`src/rtl/tpm_bus_arbiter.sv`:
```
// Two-port TPM register-file arbiter: LPC (port 0) and SPI (port 1) share one access port.
// Writes are queued per port; reads stall the front-end until the register file answers.

module tpm_arb_port #(
    parameter int WR_DEPTH    = 4,
    parameter int SYNC_STAGES = 2
) (
    input  logic        clk_i,
    input  logic        rst_n_i,
    input  logic        active,
    input  logic        wr,
    input  logic        req,
    input  logic [15:0] addr,
    input  logic [7:0]  wdata,
    input  logic        pop,
    output logic        act,
    output logic        act_rise,
    output logic        act_fall,
    output logic        req_rise,
    output logic        empty,
    output logic        drop,
    output logic [23:0] head
);
    localparam int AW = (WR_DEPTH > 1) ? $clog2(WR_DEPTH) : 1;

    typedef struct packed {
        logic [15:0] addr;
        logic [7:0]  data;
    } wr_ent_t;

    logic [SYNC_STAGES-1:0] act_sync, wr_sync, req_sync;
    logic [2:0]             prev_q;
    logic                   wr_s, req_s, wr_rise, full, push;
    wr_ent_t                mem [WR_DEPTH];
    logic [AW-1:0]          rd_ptr, wr_ptr;
    logic [AW:0]            count;

    assign act      = act_sync[SYNC_STAGES-1];
    assign wr_s     = wr_sync[SYNC_STAGES-1];
    assign req_s    = req_sync[SYNC_STAGES-1];
    assign act_rise = act & ~prev_q[2];
    assign act_fall = ~act & prev_q[2];
    assign wr_rise  = wr_s & ~prev_q[1];
    assign req_rise = req_s & ~prev_q[0];

    assign empty = (count == '0);
    assign full  = (count == (AW+1)'(WR_DEPTH));
    // A pop in the same cycle frees the slot, so a push to a full FIFO is still accepted then.
    assign push  = wr_rise & (~full | pop);
    assign drop  = wr_rise & full & ~pop;
    assign head  = mem[rd_ptr];

    always_ff @(posedge clk_i or negedge rst_n_i) begin
        if (!rst_n_i) begin
            act_sync <= '0;
            wr_sync  <= '0;
            req_sync <= '0;
            prev_q   <= '0;
            rd_ptr   <= '0;
            wr_ptr   <= '0;
            count    <= '0;
        end else begin
            act_sync[0] <= active;
            wr_sync[0]  <= wr;
            req_sync[0] <= req;
            for (int k = 1; k < SYNC_STAGES; k++) begin
                act_sync[k] <= act_sync[k-1];
                wr_sync[k]  <= wr_sync[k-1];
                req_sync[k] <= req_sync[k-1];
            end
            prev_q <= {act, wr_s, req_s};
            if (push) wr_ptr <= wr_ptr + 1'b1;
            if (pop)  rd_ptr <= rd_ptr + 1'b1;
            if (push && !pop)      count <= count + 1'b1;
            else if (pop && !push) count <= count - 1'b1;
        end
    end

    always_ff @(posedge clk_i) begin
        if (push) mem[wr_ptr] <= '{addr: addr, data: wdata};
    end
endmodule

module tpm_bus_arbiter #(
    parameter int WR_DEPTH    = 4,
    parameter int SYNC_STAGES = 2,
    parameter int TIMEOUT     = 64
) (
    input  logic        clk_i,
    input  logic        rst_n_i,
    input  logic [1:0]  p_active_i,
    input  logic [31:0] p_addr_i,
    input  logic [15:0] p_wdata_i,
    input  logic [1:0]  p_wr_i,
    output logic [1:0]  p_wr_done_o,
    input  logic [1:0]  p_req_i,
    output logic [1:0]  p_rd_o,
    output logic [15:0] p_rdata_o,
    output logic [1:0]  p_ovf_o,
    output logic [1:0]  owner_o,
    output logic [15:0] reg_addr_o,
    output logic [7:0]  reg_wdata_o,
    output logic        reg_wr_o,
    output logic        reg_rd_o,
    input  logic [7:0]  reg_rdata_i,
    input  logic        reg_done_i
);
    localparam int TW = $clog2(TIMEOUT + 1);

    typedef enum logic [2:0] {IDLE, WR_ISSUE, WR_WAIT, RD_ISSUE, RD_WAIT} state_t;

    state_t            state_q, state_d;
    logic [1:0]        act, act_rise, act_fall, req_rise, empty, drop, pop, req_g, grant;
    logic [1:0][23:0]  head;
    logic [1:0]        owner_q, owner_d, rd_pend_q, rd_pend_d, rd_q, rd_d;
    logic [1:0]        ovf_q, ovf_d, wr_done_q, wr_done_d;
    logic [1:0][7:0]   rdata_q, rdata_d;
    logic              last_q, last_d, o, release_g, tmo_fire, issuing;
    logic [TW-1:0]     tmo_q, tmo_d;
    logic [15:0]       addr_q, issue_addr;
    logic [7:0]        wdata_q, issue_wdata;

    for (genvar g = 0; g < 2; g++) begin : g_port
        tpm_arb_port #(.WR_DEPTH(WR_DEPTH), .SYNC_STAGES(SYNC_STAGES)) u_port (
            .clk_i    (clk_i),
            .rst_n_i  (rst_n_i),
            .active   (p_active_i[g]),
            .wr       (p_wr_i[g]),
            .req      (p_req_i[g]),
            .addr     (p_addr_i[16*g +: 16]),
            .wdata    (p_wdata_i[8*g +: 8]),
            .pop      (pop[g]),
            .act      (act[g]),
            .act_rise (act_rise[g]),
            .act_fall (act_fall[g]),
            .req_rise (req_rise[g]),
            .empty    (empty[g]),
            .drop     (drop[g]),
            .head     (head[g])
        );
    end

    assign o         = owner_q[1];
    // A port with queued writes keeps asking for the bus even after its frame ended.
    assign req_g     = act | ~empty;
    assign release_g = (owner_q != 2'b00) && !act[o] && empty[o] && (state_q == IDLE);
    assign tmo_fire  = (tmo_q == TW'(TIMEOUT));

    assign issuing     = (state_q == WR_ISSUE) || (state_q == RD_ISSUE);
    assign issue_addr  = (state_q == WR_ISSUE) ? head[o][23:8]
                                               : (o ? p_addr_i[31:16] : p_addr_i[15:0]);
    assign issue_wdata = (state_q == WR_ISSUE) ? head[o][7:0] : wdata_q;

    assign reg_wr_o    = (state_q == WR_ISSUE);
    assign reg_rd_o    = (state_q == RD_ISSUE);
    assign reg_addr_o  = issuing ? issue_addr : addr_q;
    assign reg_wdata_o = issuing ? issue_wdata : wdata_q;
    assign owner_o     = owner_q;
    assign p_rd_o      = rd_q;
    assign p_rdata_o   = rdata_q;
    assign p_ovf_o     = ovf_q;
    assign p_wr_done_o = wr_done_q;

    always_comb begin
        state_d   = state_q;
        pop       = '0;
        tmo_d     = tmo_q;
        rd_pend_d = (rd_pend_q | req_rise) & ~act_fall;
        rd_d      = rd_q & ~req_rise;
        rdata_d   = rdata_q;
        ovf_d     = ovf_q;
        wr_done_d = '0;
        owner_d   = owner_q;
        last_d    = last_q;
        grant     = '0;

        if (owner_q == 2'b00) begin
            grant = (req_g == 2'b11) ? (last_q ? 2'b01 : 2'b10) : req_g;
            if (grant != 2'b00) begin
                owner_d = grant;
                last_d  = grant[1];
                rd_d    = rd_d & ~grant;
                ovf_d   = ovf_d & ~(grant & act_rise);
            end
        end else if (release_g) begin
            owner_d = '0;
        end
        ovf_d = ovf_d | drop;

        case (state_q)
            IDLE: begin
                if (owner_q != 2'b00) begin
                    if (!empty[o])                  state_d = WR_ISSUE;
                    else if (rd_pend_q[o] && act[o]) state_d = RD_ISSUE;
                end
            end
            WR_ISSUE: begin
                pop[o]  = 1'b1;
                tmo_d   = '0;
                state_d = WR_WAIT;
            end
            WR_WAIT: begin
                if (reg_done_i) begin
                    wr_done_d[o] = 1'b1;
                    state_d      = IDLE;
                end else if (tmo_fire) begin
                    ovf_d[o] = 1'b1;
                    state_d  = IDLE;
                end else begin
                    tmo_d = tmo_q + 1'b1;
                end
            end
            RD_ISSUE: begin
                rd_pend_d[o] = 1'b0;
                tmo_d        = '0;
                state_d      = RD_WAIT;
            end
            RD_WAIT: begin
                if (reg_done_i) begin
                    rdata_d[o] = reg_rdata_i;
                    rd_d[o]    = 1'b1;
                    state_d    = IDLE;
                end else if (tmo_fire) begin
                    rdata_d[o] = 8'hFF;
                    rd_d[o]    = 1'b1;
                    ovf_d[o]   = 1'b1;
                    state_d    = IDLE;
                end else begin
                    tmo_d = tmo_q + 1'b1;
                end
            end
            default: state_d = IDLE;
        endcase
    end

    always_ff @(posedge clk_i or negedge rst_n_i) begin
        if (!rst_n_i) begin
            state_q   <= IDLE;
            owner_q   <= '0;
            last_q    <= 1'b1;
            rd_pend_q <= '0;
            rd_q      <= '0;
            rdata_q   <= '0;
            ovf_q     <= '0;
            wr_done_q <= '0;
            tmo_q     <= '0;
            addr_q    <= '0;
            wdata_q   <= '0;
        end else begin
            state_q   <= state_d;
            owner_q   <= owner_d;
            last_q    <= last_d;
            rd_pend_q <= rd_pend_d;
            rd_q      <= rd_d;
            rdata_q   <= rdata_d;
            ovf_q     <= ovf_d;
            wr_done_q <= wr_done_d;
            tmo_q     <= tmo_d;
            if (issuing) begin
                addr_q  <= issue_addr;
                wdata_q <= issue_wdata;
            end
        end
    end
endmodule

```
`config.mk`:
```
export PLATFORM = sky130hd
export DESIGN_NAME = tpm_bus_arbiter
export DESIGN_NICKNAME = d
export VERILOG_FILES = /design/src/rtl/tpm_bus_arbiter.sv
export SDC_FILE = /design/constraint.sdc
export NUM_CORES = 1
export LEC_CHECK = 0
export BUFFER_PORTS_ARGS = -buffer_cell sky130_fd_sc_hd__buf_2
export CORE_MARGIN = 1
export CORE_UTILIZATION = 55
export CTS_BUF_LIST = sky130_fd_sc_hd__clkbuf_4 sky130_fd_sc_hd__clkbuf_8
export DETAILED_ROUTE_END_ITERATION = 7
export PLACE_DENSITY = 0.75
export SLEW_MARGIN = 20
export SYNTH_ARGS = -nofsm -noshare
export SYNTH_HDL_FRONTEND = slang
export SYNTH_HIERARCHICAL = 1
export SYNTH_SLANG_ARGS = --single-unit
```
`constraint.sdc`:
```
create_clock -name clk_i -period 3.2 [get_ports clk_i]
set_clock_uncertainty 0.1 [all_clocks]
set_input_delay 0.16 -clock clk_i [delete_from_list [all_inputs] [get_ports clk_i]]
set_output_delay 0.16 -clock clk_i [all_outputs]
set_load 0.02 [all_outputs]
```
Yosys cells after proc, flatten, opt, wreduce, memory -nomap -nowiden. Memories as Yosys holds them, arrays and structs flattened. Cells that the tools add are included.

Register bits: 93. RAM bits: 192. Input port bits: 65. Output and inout port bits: 50. Word-level logic and storage cells: 188. Memories: 2.

Add/sub/neg operators: 9. Order comparisons: 2. Eq/ne operators: 14. Multiplexer cells: 56. Bitwise logic cells: 46. Reductions and logical operators: 33.

Memory list: g_port[0].u_port.mem (depth 4, width 24, rd ports 1, clocked after memory_dff 0, wr ports 1, RTL line 34) `wr_ent_t mem [WR_DEPTH];`; g_port[1].u_port.mem (depth 4, width 24, rd ports 1, clocked after memory_dff 0, wr ports 1, RTL line 34).

Operators by type and width (number): 16-bit 2-to-1 mux (5); 24-bit 2-to-1 mux (2); 2-bit 2-to-1 mux (19); 3-bit 2-to-1 mux (9); 8-bit 2-to-1 mux (3); 16-bit bitwise mux (1); 16-bit OR (1); 1-bit AND (14); 7-bit 2-to-1 mux (2); 7-bit one-hot mux with 2 select lines (1); 2-bit nonzero test (7); 2-bit AND (6); 1-bit NOT (12); 2-bit NOT (6); 3-bit one-hot mux with 4 select lines (1); 1-bit 2-to-1 mux (11); 2-bit OR (5); 3-bit equality test, second input constant (3); 1-bit logical AND (9); 3-bit zero test (3); 2-bit by 1-bit adder with 2-bit output, second input constant (4); 8-bit demux with 1-bit select (1); 7-bit by 1-bit adder with 7-bit output, second input constant (1); 7-bit equality test, second input constant (1); other kinds (19) (33).

Logic depth before layout (Yosys ltp). Gate-level depths: netlist of run 1.

Word-level depth: 15. Gate-level depth with buffers: 12. Depth with buffers taken out: 11.

Hierarchy. The synthesis of run 1 kept the hierarchy.

By module, submodules not included: tpm_arb_port (times used 2, cells each 173, area an instance 4162.7 µm², sequential area each 3283.1 µm²); tpm_bus_arbiter (times used 1, cells each 282, area an instance 3021.6 µm², sequential area each 1527.7 µm²).

Worst setup path before layout of run 1. OpenSTA, ideal clock, no wires.

Path kind: register -> register. Start point: register owner_q[1], in the netlist owner_o[1]. End point: register g_port[0].u_port.count[2]. Setup time: 0.079 ns. Arrival time: 2.743 ns. Slack: 0.278 ns. Stages on the path, launching flop included: 13. Path buffers: 3. Period minus slack after synthesis: 2.922 ns. Cells stage by stage: dfrtp_1 -> buf_4 -> buf_2 -> buf_2 -> nor2_1 -> nor4b_4 -> nor3b_4 -> ha_1 -> inv_1 -> fa_1 -> xor2_1 -> nor2_1 -> xor2_1.

Word-level cells in the longest chain between the ends: 10. Elaborated cells on any way between the ends: 14. Those cells by class: order compare (2); mux (4); bitwise (2); reduce/logical (6).

Ends and longest elaborated chain: start: declaration (RTL line 115) `logic [1:0] owner_q, owner_d, rd_pend_q, rd_pend_d, rd_q, rd_d;`; start signal: assignment (RTL line 251) `owner_q <= owner_d;`; 1-bit by 2-bit less-than comparator with 1-bit output (implied by the code) or 1-bit >= comparator (tied branches) (RTL line 198) `pop[o] = 1'b1;`; 1-bit logical AND (implied by the code) (RTL line 198); 1-bit 2-to-1 mux (implied by the code) (RTL line 198); 1-bit demux with 1-bit select (*) (RTL line 198); 2-bit 2-to-1 mux (*) (RTL line 190) `case (state_q)`; net pop[0] (RTL line 113) `logic [1:0] act, act_rise, act_fall, req_rise, empty, drop, pop, req_g, grant;`; 1-bit OR (*) (RTL line 49) `assign push = wr_rise & (~full | pop);`; 1-bit AND (*) (RTL line 49); net g_port[0].u_port.push (RTL line 33) `logic wr_s, req_s, wr_rise, full, push;`; 1-bit zero test (RTL line 75) `else if (pop && !push) count <= count - 1'b1;`; 1-bit logical AND (RTL line 75); 2-bit nonzero test (no line); end signal: assignment (RTL line 74) `if (push && !pop) count <= count + 1'b1;`; end signal: assignment (RTL line 75); end: declaration (RTL line 36) `logic [AW:0] count;`.

Mark *: on every way through the listed nets, which the timed path passes. The rest lies on a longest branch. A chain may end at the register's enable or synchronous reset.

==> flow_metrics.env, run 1 <==
export IMPL_setup_viol=0
export IMPL_layout_min_cycle_time_ps=3010
export IMPL_groute_layer_met3_usage_pct=4.45
export IMPL_max_freq_ghz=0.332
export IMPL_final_cell_area_mm2=0.0139
export IMPL_slew_viol_final=0
export IMPL_crit_chain="buf_4 -> mux4_2 -> mux2i_1 -> a21oi_1 -> buf_2"
export IMPL_synth_ff_type="edfxtp_1"
export IMPL_ioPinCount=115
export IMPL_cts_sinks=285
export IMPL_top_usage_layer="met2"
export IMPL_ys_seq_area_share_pct=71.3
export IMPL_ys_ff_latch=285
export IMPL_place_hpwl_mm=14.2
export IMPL_die_w_um=146
export IMPL_power_total_mw=12.4
export IMPL_synthArstFlopShare_pct=32.6
export IMPL_drt_wl_total_mm=23.3
export IMPL_gp_congestion=0.797
export IMPL_start_util_pct=56.1
export IMPL_numCtsBuffers=46
export IMPL_core_area_mm2=0.0202
export IMPL_final_common_cell="edfxtp_1"
export IMPL_post_route_util_pct=68.5
export IMPL_seqPwrFrac_pct=41.2
export IMPL_cpMaxStageDelayCell="dfrtp_2"
export IMPL_status="completed"
export IMPL_finalHoldViolCount=0
export IMPL_cts_tree="yes"
export IMPL_yosys_warnings=6
export IMPL_fin_tns_setup_ps=0
export IMPL_ys_types=52
export IMPL_synth_edf_count=192
export IMPL_htree_levels=2
export IMPL_io_buffer_count=114
export IMPL_viasPerCell=5.53
export IMPL_place_inst=1007
export IMPL_worstPathArrival_ps=2750
export IMPL_design_die_area_mm2=0.0212
export IMPL_cp_depth=5
export IMPL_peakVddDrop_mv=0.705
export IMPL_path_clk_slew_ps=60
export IMPL_switchingPower_mw=4.09
export IMPL_post_cts_buffers=0
export IMPL_cellPowerDensity_mw_per_mm2=897
export IMPL_critical_path_max_stage_delay_ps=740
export IMPL_place_area_mm2=0.0123
export IMPL_fp_row_count=52
export IMPL_num_vias=6387
export IMPL_rsz0062_at_grt="false"
export IMPL_overflow=0
export IMPL_end_kind="primary output"
export IMPL_antenna_found_initial=0
export IMPL_cts_resized=0
export IMPL_drtPass1Iterations=5
export IMPL_fin_nets=928
export IMPL_hold_class="input pin to async pin"
export IMPL_use_met2_pct=38.2
export IMPL_drive_gt1_share_pct=35.1
export IMPL_cts_hold_buf=64
export IMPL_crit_buf_inv=2
export IMPL_grt_pass1_wl_mm=37.0
export IMPL_area_growth_pct=22.1
export IMPL_synthCells=628
export IMPL_comb_power_share_pct=33.3
export IMPL_clockRootBuffer="clkbuf_8"
export IMPL_worstPathRequired_ps=2940
export IMPL_fp_dieH_um=146
export IMPL_final_cells=1155
export IMPL_period_share_pct=94.2
export IMPL_critPathKind="flip-flop to primary output"
export IMPL_leakagePower_nw=5.38
export IMPL_timing_slew_headroom_pct=44.8
export IMPL_reg2reg_depth=11
export IMPL_grt_max_degree=53
export IMPL_grt_pass1_vias=6937
export IMPL_antenna_cells=0
export IMPL_cpLargestDelayFamily="multiplexers"
export IMPL_final_cell_mix="192 x edfxtp_1, 113 x buf_2, 89 x dfrtp_1"
export IMPL_grt_use_met1_pct=30.5
export IMPL_wire_per_inst_um=20.1
export IMPL_tightestPinTransition_ps=828
export IMPL_drv_cap=0
export IMPL_synth_nets=707
export IMPL_drc=0
export IMPL_netSwitchingFraction_pct=32.9
export IMPL_intPower_mw=8.34
export IMPL_syn_area_mm2=0.0113
export IMPL_clockPowerShare_pct=25.5
export IMPL_critPathLaunchType="flip-flop"
export IMPL_drt_iter0_markers=386
export IMPL_crit_fanout=17
export IMPL_worst_skew_pair_late_latency_ps=560
export IMPL_syn_area_per_cell_um2=18.1
export IMPL_grt_use_total_pct=22.9
export IMPL_clk_path_buf_depth=3
export IMPL_ant_nets=0
-- cell type report --
type | instances | area (um^2)
repair buffers | 197 | 1370
well taps | 270 | 338
clock inverters | 7 | 41.3
clock buffers | 77 | 916
multi-input cells | 299 | 3020
inverters | 20 | 75.1
flip-flops and latches | 285 | 8100
fillers | 1332 | 6380
-- sequential cells by signal (all words and copies together) (netlist names), 3 cells and up --
register and cells:
addr_q 16, g_port.u_port/act_sync 4, g_port.u_port/count 6, g_port.u_port/mem 192, g_port.u_port/prev_q 6, g_port.u_port/rd_ptr 4
g_port.u_port/req_sync 4, g_port.u_port/wr_ptr 4, g_port.u_port/wr_sync 4, p_rdata_o 16, state_q 3, tmo_q 7
wdata_q 8
-- per-stage QoR --
step,hold WS [ps],worst slack (ps)
global route,130,41.9
detailed placement,162,523
finish,109,186
global placement,155,652
floorplan,-236,278
CTS,112,159
-- routing by layer --
layer	share of wire [%]	wire, um
met3	5.4	1270
met1	42	9850
met2	50	11700
met5	0	0
met4	2.0	467
-- cells by family after synthesis --
logic type	count (synthesis)	share of synthesized area, %
compound gates	49	3.15
fa+ha+maj	14	1.68
mux	80	14.3
flops	285	71.3
buf+inv	44	2.07
xor+xnor	15	1.22
simple gates	141	6.29
-- cells in the mapped netlist, types with 4 or more instances --
library cell / count / share of area [%]
a21oi_1: 10 / 0.44
nand3_1: 4 / 0.18
o22a_1: 8 / 0.62
nand2_1: 65 / 2.2
xnor2_1: 6 / 0.46
buf_2: 14 / 0.62
ha_1: 12 / 1.3
nor2b_1: 8 / 0.44
edfxtp_1: 192 / 51
buf_6: 6 / 0.60
nor2_1: 34 / 1.1
o2bb2ai_1: 8 / 0.62
o21ai_0: 7 / 0.31
dfrtp_1: 92 / 20
mux4_2: 64 / 13
mux2i_1: 9 / 0.79
and2_2: 8 / 0.53
mux2_2: 5 / 0.50
inv_1: 18 / 0.60
xor2_1: 8 / 0.62
-- power groups by stage --
stage          Combinational [mW]  Clock [mW]  Sequential (mW)
2_1_floorplan                2.88           0             5.17
3_3_place_gp                 3.98           0             5.15
3_5_place_dp                 4.08           0             5.19
4_1_cts                      4.16        3.24             5.13
5_1_grt                      4.44        3.41             5.20
6_report                     4.13        3.17             5.12
-- worst reg2reg max path: stages, from the launching register on --
cell and delay, ps:
dfrtp_1 440, nor2b_2 200, nand2b_1 110, nor2_1 230, nor4b_4 90, nor3b_4 350
ha_1 260, inv_1 70, fa_1 370, xor2_1 150, nor2_1 110, xor2_1 150
-- worst paths after layout --
path,end,startpoint,slack (ps)
min in group clk_i,g_port[1].u_port/act_sync[0]$_DFF_PN0_,p_active_i[1],140
setup / recovery,reg_wdata_o[6],g_port[1].u_port/rd_ptr[0]$_DFFE_PN0P_,190
max in group asynchronous,addr_q[5]$_DFF_PN0_,rst_n_i,2070
setup reg to reg,g_port[1].u_port/count[2]$_DFFE_PN0P_,state_q[0]$_DFFE_PN0P_,510
hold / removal,p_rdata_o[6]$_DFFE_PN0P_,rst_n_i,110
hold reg to reg,g_port[0].u_port/act_sync[1]$_DFF_PN0_,g_port[0].u_port/act_sync[0]$_DFF_PN0_,240
Note: power is estimated with default switching activity, not from simulation.
==> inputs of run 2 (changes only) <==
--- a/config.mk
+++ b/config.mk
@@ -5,12 +5,12 @@
 export SDC_FILE = /design/constraint.sdc
 export NUM_CORES = 1
 export LEC_CHECK = 0
-export BUFFER_PORTS_ARGS = -buffer_cell sky130_fd_sc_hd__buf_2
 export CORE_MARGIN = 1
 export CORE_UTILIZATION = 55
 export CTS_BUF_LIST = sky130_fd_sc_hd__clkbuf_4 sky130_fd_sc_hd__clkbuf_8
 export DETAILED_ROUTE_END_ITERATION = 7
-export PLACE_DENSITY = 0.75
+export DONT_BUFFER_PORTS = 1
+export PLACE_DENSITY = 0.7
 export SLEW_MARGIN = 20
 export SYNTH_ARGS = -nofsm -noshare
 export SYNTH_HDL_FRONTEND = slang
==> flow_metrics.env, run 2 (synthesis gave the netlist of run 1 again) <==
export IMPL_post_cts_buffers=0
export IMPL_startpoint="g_port[0].u_port/rd_ptr[0]$_DFFE_PN0P_"
export IMPL_finalHoldViolCount=0
export IMPL_cts_tree="yes"
export IMPL_setup_viol=0
export IMPL_drv_cap=0
export IMPL_grt_use_total_pct=23.1
export IMPL_period_share_pct=93.8
export IMPL_clockRootBuffer="clkbuf_8"
export IMPL_tightestPinTransition_ps=905
export IMPL_seq_area_mm2=0.00810
export IMPL_crit_chain="mux4_2 -> mux4_2 -> nand2_1 -> nand2_1"
export IMPL_antenna_found_initial=1
export IMPL_drive_gt1_share_pct=24.7
export IMPL_hold_class="input pin to flip-flop"
export IMPL_cts_sinks=285
export IMPL_fin_tns_setup_ps=0
export IMPL_grt_pass1_wl_mm=36.9
export IMPL_area_growth_pct=18.3
export IMPL_post_route_util_pct=66.3
export IMPL_hold_end="addr_q[1]$_DFF_PN0_"
export IMPL_start_util_pct=56.1
export IMPL_drt_wl_total_mm=23.3
export IMPL_overflow=0
export IMPL_numCtsBuffers=46
export IMPL_final_common_cell="edfxtp_1"
export IMPL_status="completed"
export IMPL_core_area_mm2=0.0202
export IMPL_grt_pass1_vias=6582
export IMPL_fill_cells=1344
export IMPL_path_clk_slew_ps=70
export IMPL_die_w_um=146
export IMPL_ioPinCount=115
export IMPL_gp_congestion=0.820
export IMPL_drc=0
export IMPL_critPathLaunchType="flip-flop"
export IMPL_cts_hold_buf=73
export IMPL_rsz0062_at_grt="false"
export IMPL_critical_path_max_stage_delay_ps=840
export IMPL_clk_path_buf_depth=3
export IMPL_fp_row_count=52
export IMPL_design_die_area_mm2=0.0212
export IMPL_critPathKind="flip-flop to primary output"
export IMPL_fp_dieH_um=146
export IMPL_r2r_end="g_port[1].u_port/count[2]$_DFFE_PN0P_"
export IMPL_layout_min_cycle_time_ps=3000
export IMPL_final_cell_mix="192 x edfxtp_1, 89 x dfrtp_1, 72 x dlygate4sd3_1"
export IMPL_worst_skew_pair_late_latency_ps=550
export IMPL_rrSetupSlack_ps=290
export IMPL_drtPass1Iterations=5
export IMPL_grt_max_degree=94
export IMPL_max_freq_ghz=0.333
export IMPL_wire_per_inst_um=22.2
export IMPL_crit_fanout=18
export IMPL_drt_iter0_markers=386
export IMPL_worstPathRequired_ps=2940
export IMPL_cts_resized=0
export IMPL_r2r_start="state_q[2]$_DFFE_PN0P_"
export IMPL_slew_viol_final=0
export IMPL_multiInputGateArea_mm2=0.00302
export IMPL_top_register="g_port.u_port/mem"
export IMPL_num_vias=6066
export IMPL_largest_reg_flops=192
export IMPL_end_kind="primary output"
export IMPL_ant_nets=0
export IMPL_peakVddDrop_mv=0.517
export IMPL_min_path_cells=3
export IMPL_reg2reg_depth=11
export IMPL_viasPerCell=5.77
export IMPL_place_hpwl_mm=14.7
export IMPL_leakagePower_nw=4.97
export IMPL_hp_start="p_addr_i[1]"
export IMPL_timing_slew_headroom_pct=39.7
export IMPL_cellPowerDensity_mw_per_mm2=908
export IMPL_worstPathArrival_ps=2740
export IMPL_io_buffer_count=0
export IMPL_htree_levels=2
export IMPL_cpMaxStageDelayCell="dfrtp_2"
export IMPL_fin_nets=823
## run 2: worst max-delay path: cells and delay by family, from the launching register on
family           cells  cell delay [ps]
flip-flops           1              840
multiplexers         2             1070
AND/OR/NAND/NOR      2              270
## run 2: through the flow
stage / hold slack [ps] / std cells / worst slack, ps / instance area [um^2] / power [mW]
6_report: 19.3 / 1051 / 200 / 13400 / 12.2
5_1_grt: 8.61 / 1051 / 55.1 / 13400 / 12.8
4_1_cts: 0.316 / 1050 / 145 / 13400 / 12.3
2_1_floorplan: -236 / 628 / 278 / 11300 / 8.04
3_5_place_dp: -233 / 893 / 337 / 11700 / 8.89
3_3_place_gp: -234 / 893 / 485 / 11700 / 8.75
## run 2: routing by layer
layer / routed length [um] / vias to the layer above / GRT usage, % / part of all wire [%]
met3: 1370 / 39 / 4.64 / 5.9
met5: 0 / - / 0 / 0
met2: 11800 / 200 / 38.1 / 50
li1: - / 2652 / - / -
met1: 9650 / 3175 / 30.8 / 41
met4: 535 / 0 / 8.63 / 2.3
## run 2: report_power, final
part	switching, mW	internal [mW]
logic	2.02	1.64
clock network	1.38	1.82
registers	0.655	4.68
## run 2: final cells by class
class	instances	area share (%)
sequential	285	60.3
tap	270	2.52
timing repair buffer	92	6.92
antenna	1	0.0186
multi-input combinational	299	22.5
clock inverter	17	1.10
clock buffer	67	6.08
inverter	20	0.559
## run 2: how the worst max path moves through the flow
stage,end,depth (start not counted)
5_1_grt,g_port[1].u_port/count[2]$_DFFE_PN0P_,11
3_3_place_gp,g_port[1].u_port/count[2]$_DFFE_PN0P_,11
4_1_cts,reg_wdata_o[0],4
6_report,reg_addr_o[0],4
3_5_place_dp,g_port[1].u_port/count[2]$_DFFE_PN0P_,11
2_1_floorplan,g_port[0].u_port/count[2]$_DFFE_PN0P_,12
